$ cat config.mk
export PLATFORM = sky130hd
export DESIGN_NAME = zero_arith_exec
export DESIGN_NICKNAME = d
export VERILOG_FILES = /design/src/rtl/zero_exec_pkg.sv /design/src/rtl/zero_out_fifo.sv /design/src/rtl/zero_arith_exec.sv
export SDC_FILE = /design/constraint.sdc
export NUM_CORES = 1
export LEC_CHECK = 0
export BUFFER_PORTS_ARGS = -buffer_cell sky130_fd_sc_hd__buf_2
export CAP_MARGIN = 20
export CELL_PAD_IN_SITES_DETAIL_PLACEMENT = 1
export CELL_PAD_IN_SITES_GLOBAL_PLACEMENT = 1
export CORE_ASPECT_RATIO = 1.5
export CORE_MARGIN = 2
export CORE_UTILIZATION = 45
export DETAILED_ROUTE_END_ITERATION = 7
export PLACE_DENSITY_LB_ADDON = 0.1
export SYNTH_ARGS = -nofsm -noshare
export SYNTH_HDL_FRONTEND = slang
export SYNTH_SLANG_ARGS = --single-unit
$ cat constraint.sdc
create_clock -name clock -period 3.96 [get_ports clock]
set_clock_uncertainty 0.1 [all_clocks]
set_input_delay 0.594 -clock clock [delete_from_list [all_inputs] [get_ports clock]]
set_output_delay 0.594 -clock clock [all_outputs]
set_load 0.05 [all_outputs]
$ cat src/rtl/zero_exec_pkg.sv
// Shared types and width helpers for the Zero test-program executor.
package zero_exec_pkg;

   typedef enum logic [2:0] {
      OP_ADD  = 3'd0,
      OP_SUB  = 3'd1,
      OP_MOV  = 3'd2,
      OP_OUT  = 3'd3,
      OP_HALT = 3'd7
   } op_t;

   typedef enum logic [2:0] {
      ST_IDLE,
      ST_FETCH,
      ST_EXEC,
      ST_OUT_WAIT,
      ST_DONE
   } state_t;

   localparam int OP_W = 3;

   function automatic int data_field_w(input int w);
      return w + 1;
   endfunction

   function automatic int instr_width(input int w, input int law);
      return OP_W + law + 2 * data_field_w(w);
   endfunction

endpackage

$ cat src/rtl/zero_out_fifo.sv
// First-word-fall-through result FIFO; depth NOut must be a power of two.
module zero_out_fifo #(
   parameter int W    = 12,
   parameter int NOut = 4
) (
   input  logic         clock,
   input  logic         reset_n,
   input  logic         clear,
   input  logic         push,
   input  logic [W-1:0] push_data,
   output logic         full,
   output logic         out_valid,
   input  logic         out_ready,
   output logic [W-1:0] out_data
);

   localparam int PW = $clog2(NOut);
   localparam int CW = PW + 1;

   logic [W-1:0]  mem_q [NOut];
   logic [W-1:0]  mem_d [NOut];
   logic [PW-1:0] rd_q, rd_d, wr_q, wr_d;
   logic [CW-1:0] cnt_q, cnt_d;
   logic          do_push, do_pop;

   assign out_valid = (cnt_q != '0);
   assign full      = (cnt_q == CW'(NOut));
   assign out_data  = mem_q[rd_q];
   assign do_push   = push && !full;
   assign do_pop    = out_valid && out_ready;

   always_comb begin
      mem_d = mem_q;
      rd_d  = rd_q;
      wr_d  = wr_q;
      cnt_d = cnt_q;
      if (clear) begin
         rd_d  = '0;
         wr_d  = '0;
         cnt_d = '0;
      end else begin
         if (do_push) begin
            mem_d[wr_q] = push_data;
            wr_d        = wr_q + PW'(1);
         end
         if (do_pop) begin
            rd_d = rd_q + PW'(1);
         end
         cnt_d = cnt_q + {{PW{1'b0}}, do_push} - {{PW{1'b0}}, do_pop};
      end
   end

   always_ff @(posedge clock or negedge reset_n) begin
      if (!reset_n) begin
         mem_q <= '{default: '0};
         rd_q  <= '0;
         wr_q  <= '0;
         cnt_q <= '0;
      end else begin
         mem_q <= mem_d;
         rd_q  <= rd_d;
         wr_q  <= wr_d;
         cnt_q <= cnt_d;
      end
   end

endmodule

$ cat src/rtl/zero_arith_exec.sv
// Clocked executor for generated Zero programs fetched from a synchronous ROM.
// Optional retire trace outputs are enabled with ZERO_ARITH_EXEC_TRACE_EN.
//
// state     | meaning
// IDLE      | waiting for start after reset
// FETCH     | instr_addr presented, ROM data arrives next cycle
// EXEC      | decode and execute the fetched instruction
// OUT_WAIT  | OUT stalled on a full FIFO
// DONE      | halted, failed or timed out; FIFO keeps draining
module zero_arith_exec
   import zero_exec_pkg::*;
#(
   parameter int MemoryElementWidth = 12,
   parameter int NLocal             = 8,
   parameter int NOut               = 4,
   parameter int IpWidth            = 8,
   parameter int MaxSteps           = 1000
) (
   input  logic                          clock,
   input  logic                          reset_n,
   input  logic                          start,
   output logic [IpWidth-1:0]            instr_addr,
   input  logic [instr_width(MemoryElementWidth, $clog2(NLocal))-1:0] instr_data,
   output logic                          out_valid,
   input  logic                          out_ready,
   output logic [MemoryElementWidth-1:0] out_data,
   output logic                          busy,
   output logic                          finished,
   output logic                          error,
   output logic [31:0]                   steps
`ifdef ZERO_ARITH_EXEC_TRACE_EN
   ,
   output logic                          trace_valid,
   output logic [IpWidth-1:0]            trace_ip,
   output logic [2:0]                    trace_op,
   output logic [MemoryElementWidth-1:0] trace_value
`endif
);

   localparam int W   = MemoryElementWidth;
   localparam int LAW = $clog2(NLocal);

   typedef struct packed {
      logic [2:0]     op;
      logic [LAW-1:0] dst;
      logic           a_imm;
      logic [W-1:0]   a;
      logic           b_imm;
      logic [W-1:0]   b;
   } instr_t;

   instr_t ins;
   assign ins = instr_t'(instr_data);

   state_t         state_q, state_d;
   logic [IpWidth-1:0] ip_q, ip_d;
   logic [31:0]    steps_q, steps_d;
   logic           finished_q, finished_d;
   logic           error_q, error_d;
   logic [W-1:0]   pend_q, pend_d;
   logic [W-1:0]   mem_q [NLocal];
   logic [W-1:0]   mem_d [NLocal];

   logic           fifo_clr, fifo_push, fifo_full;
   logic [W-1:0]   fifo_wdata;
   logic [W-1:0]   a_val, b_val;
   logic           retire, is_halt;
   logic [W-1:0]   ret_val;
   logic [2:0]     ret_op;

   assign a_val = ins.a_imm ? ins.a : mem_q[ins.a[LAW-1:0]];
   assign b_val = ins.b_imm ? ins.b : mem_q[ins.b[LAW-1:0]];

   always_comb begin
      state_d    = state_q;
      ip_d       = ip_q;
      steps_d    = steps_q;
      finished_d = finished_q;
      error_d    = error_q;
      pend_d     = pend_q;
      mem_d      = mem_q;
      fifo_clr   = 1'b0;
      fifo_push  = 1'b0;
      fifo_wdata = pend_q;
      retire     = 1'b0;
      is_halt    = 1'b0;
      ret_val    = '0;
      ret_op     = ins.op;
      case (state_q)
         ST_IDLE, ST_DONE: begin
            if (start) begin
               ip_d       = '0;
               steps_d    = '0;
               finished_d = 1'b0;
               error_d    = 1'b0;
               fifo_clr   = 1'b1;
               state_d    = ST_FETCH;
            end
         end
         ST_FETCH: state_d = ST_EXEC;
         ST_EXEC: begin
            case (ins.op)
               OP_ADD: begin
                  ret_val        = a_val + b_val;
                  mem_d[ins.dst] = ret_val;
                  retire         = 1'b1;
               end
               OP_SUB: begin
                  ret_val        = a_val - b_val;
                  mem_d[ins.dst] = ret_val;
                  retire         = 1'b1;
               end
               OP_MOV: begin
                  ret_val        = a_val;
                  mem_d[ins.dst] = ret_val;
                  retire         = 1'b1;
               end
               OP_OUT: begin
                  pend_d = a_val;
                  if (!fifo_full) begin
                     fifo_push  = 1'b1;
                     fifo_wdata = a_val;
                     ret_val    = a_val;
                     retire     = 1'b1;
                  end else begin
                     state_d = ST_OUT_WAIT;
                  end
               end
               OP_HALT: begin
                  retire  = 1'b1;
                  is_halt = 1'b1;
               end
               default: begin
                  error_d    = 1'b1;
                  finished_d = 1'b1;
                  state_d    = ST_DONE;
               end
            endcase
         end
         ST_OUT_WAIT: begin
            ret_op = OP_OUT;
            if (!fifo_full) begin
               fifo_push = 1'b1;
               ret_val   = pend_q;
               retire    = 1'b1;
            end
         end
         default: state_d = ST_IDLE;
      endcase

      // HALT is retired and counted, but only non-HALT retires can time out
      if (retire) begin
         steps_d = steps_q + 32'd1;
         ip_d    = ip_q + IpWidth'(1);
         if (is_halt) begin
            finished_d = 1'b1;
            state_d    = ST_DONE;
         end else if (steps_d == 32'(MaxSteps)) begin
            finished_d = 1'b1;
            error_d    = 1'b1;
            state_d    = ST_DONE;
         end else begin
            state_d = ST_FETCH;
         end
      end
   end

   always_ff @(posedge clock or negedge reset_n) begin
      if (!reset_n) begin
         state_q    <= ST_IDLE;
         ip_q       <= '0;
         steps_q    <= '0;
         finished_q <= 1'b0;
         error_q    <= 1'b0;
         pend_q     <= '0;
         mem_q      <= '{default: '0};
      end else begin
         state_q    <= state_d;
         ip_q       <= ip_d;
         steps_q    <= steps_d;
         finished_q <= finished_d;
         error_q    <= error_d;
         pend_q     <= pend_d;
         mem_q      <= mem_d;
      end
   end

   zero_out_fifo #(
      .W    (W),
      .NOut (NOut)
   ) u_fifo (
      .clock     (clock),
      .reset_n   (reset_n),
      .clear     (fifo_clr),
      .push      (fifo_push),
      .push_data (fifo_wdata),
      .full      (fifo_full),
      .out_valid (out_valid),
      .out_ready (out_ready),
      .out_data  (out_data)
   );

   assign instr_addr = ip_q;
   assign busy       = (state_q == ST_FETCH) || (state_q == ST_EXEC) || (state_q == ST_OUT_WAIT);
   assign finished   = finished_q;
   assign error      = error_q;
   assign steps      = steps_q;

`ifdef ZERO_ARITH_EXEC_TRACE_EN
   logic               trace_valid_q, trace_valid_d;
   logic [IpWidth-1:0] trace_ip_q, trace_ip_d;
   logic [2:0]         trace_op_q, trace_op_d;
   logic [W-1:0]       trace_value_q, trace_value_d;

   always_comb begin
      trace_valid_d = retire;
      trace_ip_d    = trace_ip_q;
      trace_op_d    = trace_op_q;
      trace_value_d = trace_value_q;
      if (retire) begin
         trace_ip_d    = ip_q;
         trace_op_d    = ret_op;
         trace_value_d = ret_val;
      end
   end

   always_ff @(posedge clock or negedge reset_n) begin
      if (!reset_n) begin
         trace_valid_q <= 1'b0;
         trace_ip_q    <= '0;
         trace_op_q    <= '0;
         trace_value_q <= '0;
      end else begin
         trace_valid_q <= trace_valid_d;
         trace_ip_q    <= trace_ip_d;
         trace_op_q    <= trace_op_d;
         trace_value_q <= trace_value_d;
      end
   end

   assign trace_valid = trace_valid_q;
   assign trace_ip    = trace_ip_q;
   assign trace_op    = trace_op_q;
   assign trace_value = trace_value_q;
`else
   logic unused_trace;
   assign unused_trace = ^{ret_val, ret_op};
`endif

endmodule

Yosys cells after proc, flatten, opt, wreduce, memory -nomap -nowiden
Cells that the tools add are included.

operators by class
  $add $sub $neg = 8
  $lt $le $gt $ge = 7
  equality and inequality tests = 14
  muxes and demuxes = 62
  bitwise gates (word level) = 6
  reduce and logical (&&, ||, !) cells = 23

operators by type and width
  cell                                                   count
  bitwise mux 96 bit                                     3
  one-hot mux 96 bit (3 select lines)                    1
  two-way mux 12 bit                                     13
  two-way mux 32 bit                                     3
  binary-select mux 12 bit (select 3 bit)                2
  bitwise mux 48 bit                                     1
  demux 12 bit (select 3 bit)                            1
  adder 32 x 1 -> 32 bit, second input constant          1
  equality test 32 x 10 -> 1 bit, second input constant  1
  binary-select mux 12 bit (select 2 bit)                1
  demux 12 bit (select 2 bit)                            1
  two-way mux 8 bit                                      3
  two-way mux 3 bit                                      6
  two-way mux 1 bit                                      16
  adder 12 bit                                           1
  equality test 3 x 2 -> 1 bit, second input constant    4
  >= comparator 4 bit, second input constant             3
  inverter 3 -> 4 bit                                    3
  one-hot mux 3 bit (4 select lines)                     1
  subtractor 12 bit                                      1
  one-hot mux 1 bit (2 select lines)                     5
  equality test 3 bit, second input constant             3
  adder 8 x 1 -> 8 bit, second input constant            1
  two-way mux 2 bit                                      4
  24 further kinds                                       41

word-level totals
  register bits = 208
  input bits = 36
  output and inout port bits = 56
  word-level logic and storage cells = 141

Logic depth before layout (Yosys ltp)
  depth in word-level cells = 9
  gate-level depth with buffers = 18

Cells and area by module
Synthesis repeated with hierarchy kept, for this count alone.

second synthesis, totals
  cells, all modules = 1301
  area, all modules = 12943.7 sq um

modules (own cells, without submodules)
  module           instances  cells an instance  area an instance (sq um)
  zero_arith_exec  1          1141               10198.5
  zero_out_fifo    1          160                2745.1

Worst setup path after synthesis
OpenSTA, ideal clock, no wires.

  path kind = input to register
  start = input port instr_data[13]
  end = register mem_q[95] (netlist bit)
  setup time = 126 ps
  arrival time = 4222 ps
  slack = -488 ps
  cell stages on the path = 15
  path buffers = 3
  path through = buf_2 buf_4 buf_6 mux4_2 o21ai_0 nand2_1 ha_1 nand2b_1 a221oi_1 or4_1 a311o_1 o22ai_1 mux2i_1 xnor2_2 a221o_1

between the ends
  word-level cells in the longest chain between the ends = 8
  elaborated cells between the ends (all ways) = 11
  those cells by class = 2 x add/sub; 8 x mux; 1 x bitwise

ends and longest elaborated chain
  item                                                      line                                            source
  from (decl)                                               zero_arith_exec.sv:23                           input logic [instr_width(MemoryElementWidth, $clog2(NLocal))-1:0] instr_data,
  inverter 3 -> 4 bit (implied by the code) *               zero_arith_exec.sv:71                           assign a_val = ins.a_imm ? ins.a : mem_q[ins.a[LAW-1:0]];
  binary-select mux 12 bit (select 3 bit) *                 zero_arith_exec.sv:71
  two-way mux 12 bit (implied by the code) * (2 in series)  zero_arith_exec.sv:71
  two-way mux 12 bit *                                      zero_arith_exec.sv:71
  net a_val[1]                                              zero_arith_exec.sv:66                           logic [W-1:0] a_val, b_val;
  subtractor 12 bit or adder 12 bit (tied branches)         zero_arith_exec.sv:109, zero_arith_exec.sv:104
  bitwise mux 96 bit (on tied branches)                     zero_arith_exec.sv:110, zero_arith_exec.sv:105
  one-hot mux 96 bit (3 select lines) *                     zero_arith_exec.sv:102                          case (ins.op)
  to (signal assigned)                                      zero_arith_exec.sv:184                          mem_q <= mem_d;
  to (decl)                                                 zero_arith_exec.sv:61                           logic [W-1:0] mem_q [NLocal];

Mark *: on every way through the listed nets, which the timed path passes. The rest lies on a longest branch. The select of a mux whose other input is x is not followed.
A chain may end at the register's enable or synchronous reset.

Worst setup path after layout
  start = register mem_q[16] (netlist bit)
  end = register mem_q[58] (netlist bit)

between the ends
  word-level cells in the longest chain between the ends = 7
  elaborated cells between the ends (all ways) = 13
  those cells by class = 2 x add/sub; 11 x mux

ends and longest elaborated chain
  item                                                        line
  binary-select mux 12 bit (select 3 bit) (on tied branches)  zero_arith_exec.sv:71, zero_arith_exec.sv:72
  two-way mux 12 bit (on tied branches) (3 in series)         zero_arith_exec.sv:71, zero_arith_exec.sv:72
  subtractor 12 bit or adder 12 bit (tied branches)           zero_arith_exec.sv:109, zero_arith_exec.sv:104
  bitwise mux 96 bit (on tied branches)                       zero_arith_exec.sv:110, zero_arith_exec.sv:105
  one-hot mux 96 bit (3 select lines) *                       zero_arith_exec.sv:102

Every way passes the cells marked *; elsewhere a longest branch is shown, timed or not. The select of a mux whose other input is x is not followed.

==> impl_metrics.toml <==
[floorplan]
die_height_um = 208
ios = 92
dieArea_sq_um = 29200
initial_core_util_pct = 45.9
die_w_um = 140
fp.coreArea_sq_um = 27300
num_rows = 74

[setup_path]
arrival_ps = 4120
r2r_cells = 14
start_kind = "register"
crit_buf_inv = 4
end_kind = "register"
regToRegSetupSlack_ps = 150
crit_chain = "mux4_2 -> mux2i_1 -> o21a_1 -> buf_4 -> ha_1 -> o41ai_1 -> buf_4 -> o41ai_2 -> buf_4 -> o311a_1 -> xnor2_2 -> o211ai_4 -> buf_4 -> o22a_1"
cp_max_fo = 8
slowest_delay_ps = 460
reg2reg_from = "mem_q[16]"
critPathKind = "register to register"
slowest_stage = "mux4_2"
cp_common_cell = "buf_4"
r2r-end = "mem_q[58]"
worstPathRequired_ps = 4270
cpLargestDelayFamily = "compound AO/OA/AOI/OAI gates"

[route]
ant_nets = 0
post_drt_wl_per_cell_um = 22.6
vias = 10800
post-route-drc-count = 0
routed_via_density = 6.07
wl_um = 40200
firstDrtPassIters = 5
first_iter_violations = 501

[synthesis]
yosys.area_share.simple_pct = 15.7
synth_top_cell_by_area = "dfrtp_1"
syn_nets = 1352
synth_area_leaders = "dfrtp_1 (42%), mux4_2 (11%), nand2_1 (6.7%)"
yosys_warnings = 0
netlist_area_sq_um = 12500
synth_top_family_by_area = "compound AO/OA/AOI/OAI gates"
synth.area.mux_share_pct = 15.3
synth-async-reset-ratio_pct = 100
synth-seq-cells = 208
ys_seq_area_share_pct = 41.5
yosys.cell_types.count = 91
synth_top_area_share_pct = 41.5
synth-compound-area-share_pct = 18.2
synth_edf_count = 0
synth_xor_xnor_area_share_pct = 1.74
synth_fa_ha_area_share_pct = 3.47
synth_ff_type = "dfrtp_1"
netlist_top_cells_count = "nand2_1 (224), dfrtp_1 (208), o21ai_0 (139)"
avgSynthCellArea_sq_um = 9.78
yosysMostFrequentCell = "nand2_1"
synthCells = 1283

[cts]
cts_max_path_buffers = 3
path_clk_slew_ps = 60
clock-root-buffer = "clkbuf_16"
tritoncts = "built"
clock_sinks = 208
numCtsBuffers = 24
htreeDepth = 1
clock_latency_ps = 550

[placement]
numPortBuffers = 91
place_area_sq_um = 14000
detailed_place_hpwl_um = 29200
gp_congestion = 0.896

[grt]
grt_pass1_wl_um = 64100
overflow = 0
grt_usage_pct = 27.7
antenna_found_initial = 0
first_global_vias = 11500
grt_max_degree = 79

[power_and_ir_drop]
power.density_nw_per_um2 = 676
peakVddDrop_v = 0.000321
power.leakage_nw = 6.63

[status]
status = "finished, final reports clean"

[cells_and_area]
fillCellCount = 3051
finalInstanceArea_sq_um = 14900
area_delta_synth_final_pct = 18.7
antenna_cells = 0
layout-drive-gt1-share_pct = 25.6
final_util_pct = 54.5
fin_nets = 1488

[flow_run]
max_cap_viol_count = 0

[hold_path]
min_from = "start"
hold_path.class = "input port to register"
holdPathEnd = "state_q[2]"
holdPathStages = 3

[sta]
period_share_pct = 96.1
post-route-min-period_ps = 3810
hold_viol_final = 0
maxSlewHeadroom_pct = 31.9
setup_violations = 0
worst_slew_pin_slew_ps = 1020
fmax_ghz = 0.263
slew_violations = 0
-- per-stage QoR --
step	total power, mW	TNS, ps	setup WS, ps	instances	hold WS (ps)
final	10.1	0	154	1776	339
after global routing	10.7	-3.43	-2.73	1776	346
after CTS	10.1	0	68.7	1775	317
after detailed placement	7.63	-9940	-365	1733	369
after global placement	7.44	-5960	-279	1733	357
after floorplan	6.04	-1120	-233	1283	198
-- cells by family after synthesis --
kind of cell    after synthesis
simple gates                425
compound gates              360
flops                       208
buf+inv                     120
mux                         113
fa+ha+maj                    33
xor+xnor                     24
-- what timing repair did --
item,CTS,global route
hold buffers,1,0
endpoints found under the hold margin,38,0
endpoints found under the setup margin,0,23
setup buffers,0,1
resized for setup,0,7
-- layout make-up --
cell class / count / area (sq um) / share of cell area (%)
Multi-Input combinational cell: 955 / 6910 / 46.4
Sequential cell: 208 / 5200 / 35.0
Timing Repair Buffer: 200 / 1370 / 9.22
Clock buffer: 33 / 704 / 4.73
Tap cell: 342 / 428 / 2.87
Clock inverter: 8 / 158 / 1.06
Inverter: 30 / 113 / 0.756
-- report_power, final --
part,internal (mW),leakage [nW],switching [mW]
Combinational,1.85,3.39,2.34
Clock,1.50,0.420,0.922
Sequential,2.82,2.82,0.634
Total,6.17,6.63,3.90
-- sequential cells by signal, summed over array words and instances (netlist names) --
signal        flops
u_fifo.mem_q     48
pend_q           12
error             1
mem_q            96
u_fifo.wr_q       2
instr_addr        8
finished          1
u_fifo.rd_q       2
state_q           3
steps            32
u_fifo.cnt_q      3
-- layer usage --
| layer | track usage [%] | wire length (um) |
|---|---|---|
| met5 | 0 | 0 |
| met4 | 10.9 | 1520 |
| met3 | 3.01 | 1370 |
| met2 | 52.1 | 21800 |
| met1 | 31.9 | 15500 |
-- how the worst max path moves through the flow --
stage,from,end,slack [ps],cells after the start
floorplan,instr_data[13],mem_q[95],-230,15
global placement,instr_data[13],mem_q[95],-280,14
detailed placement,instr_data[13],mem_q[34],-360,18
CTS,mem_q[0],mem_q[58],70,16
global route,instr_data[13],mem_q[70],-3,18
finish,mem_q[16],mem_q[58],150,14
-- worst reg2reg max path, cell delays in order (launching register included) --
cell and delay, ps:
dfrtp_1 420, mux4_2 460, mux2i_1 260, o21a_1 180, buf_4 110, ha_1 290
o41ai_1 410, buf_4 190, o41ai_2 70, buf_4 150, o311a_1 330, xnor2_2 200
o211ai_4 140, buf_4 180, o22a_1 200
-- layout by cell type (no fill, tap or decap), types with 33 or more instances in the layout --
cell type,count
o21ai_0,136
dfrtp_1,208
nand2_1,223
mux2i_1,33
mux4_2,60
a21oi_1,36
buf_4,101
o21ai_1,57
nor2_1,76
buf_2,90
Note: power is estimated with default switching activity, not from simulation.
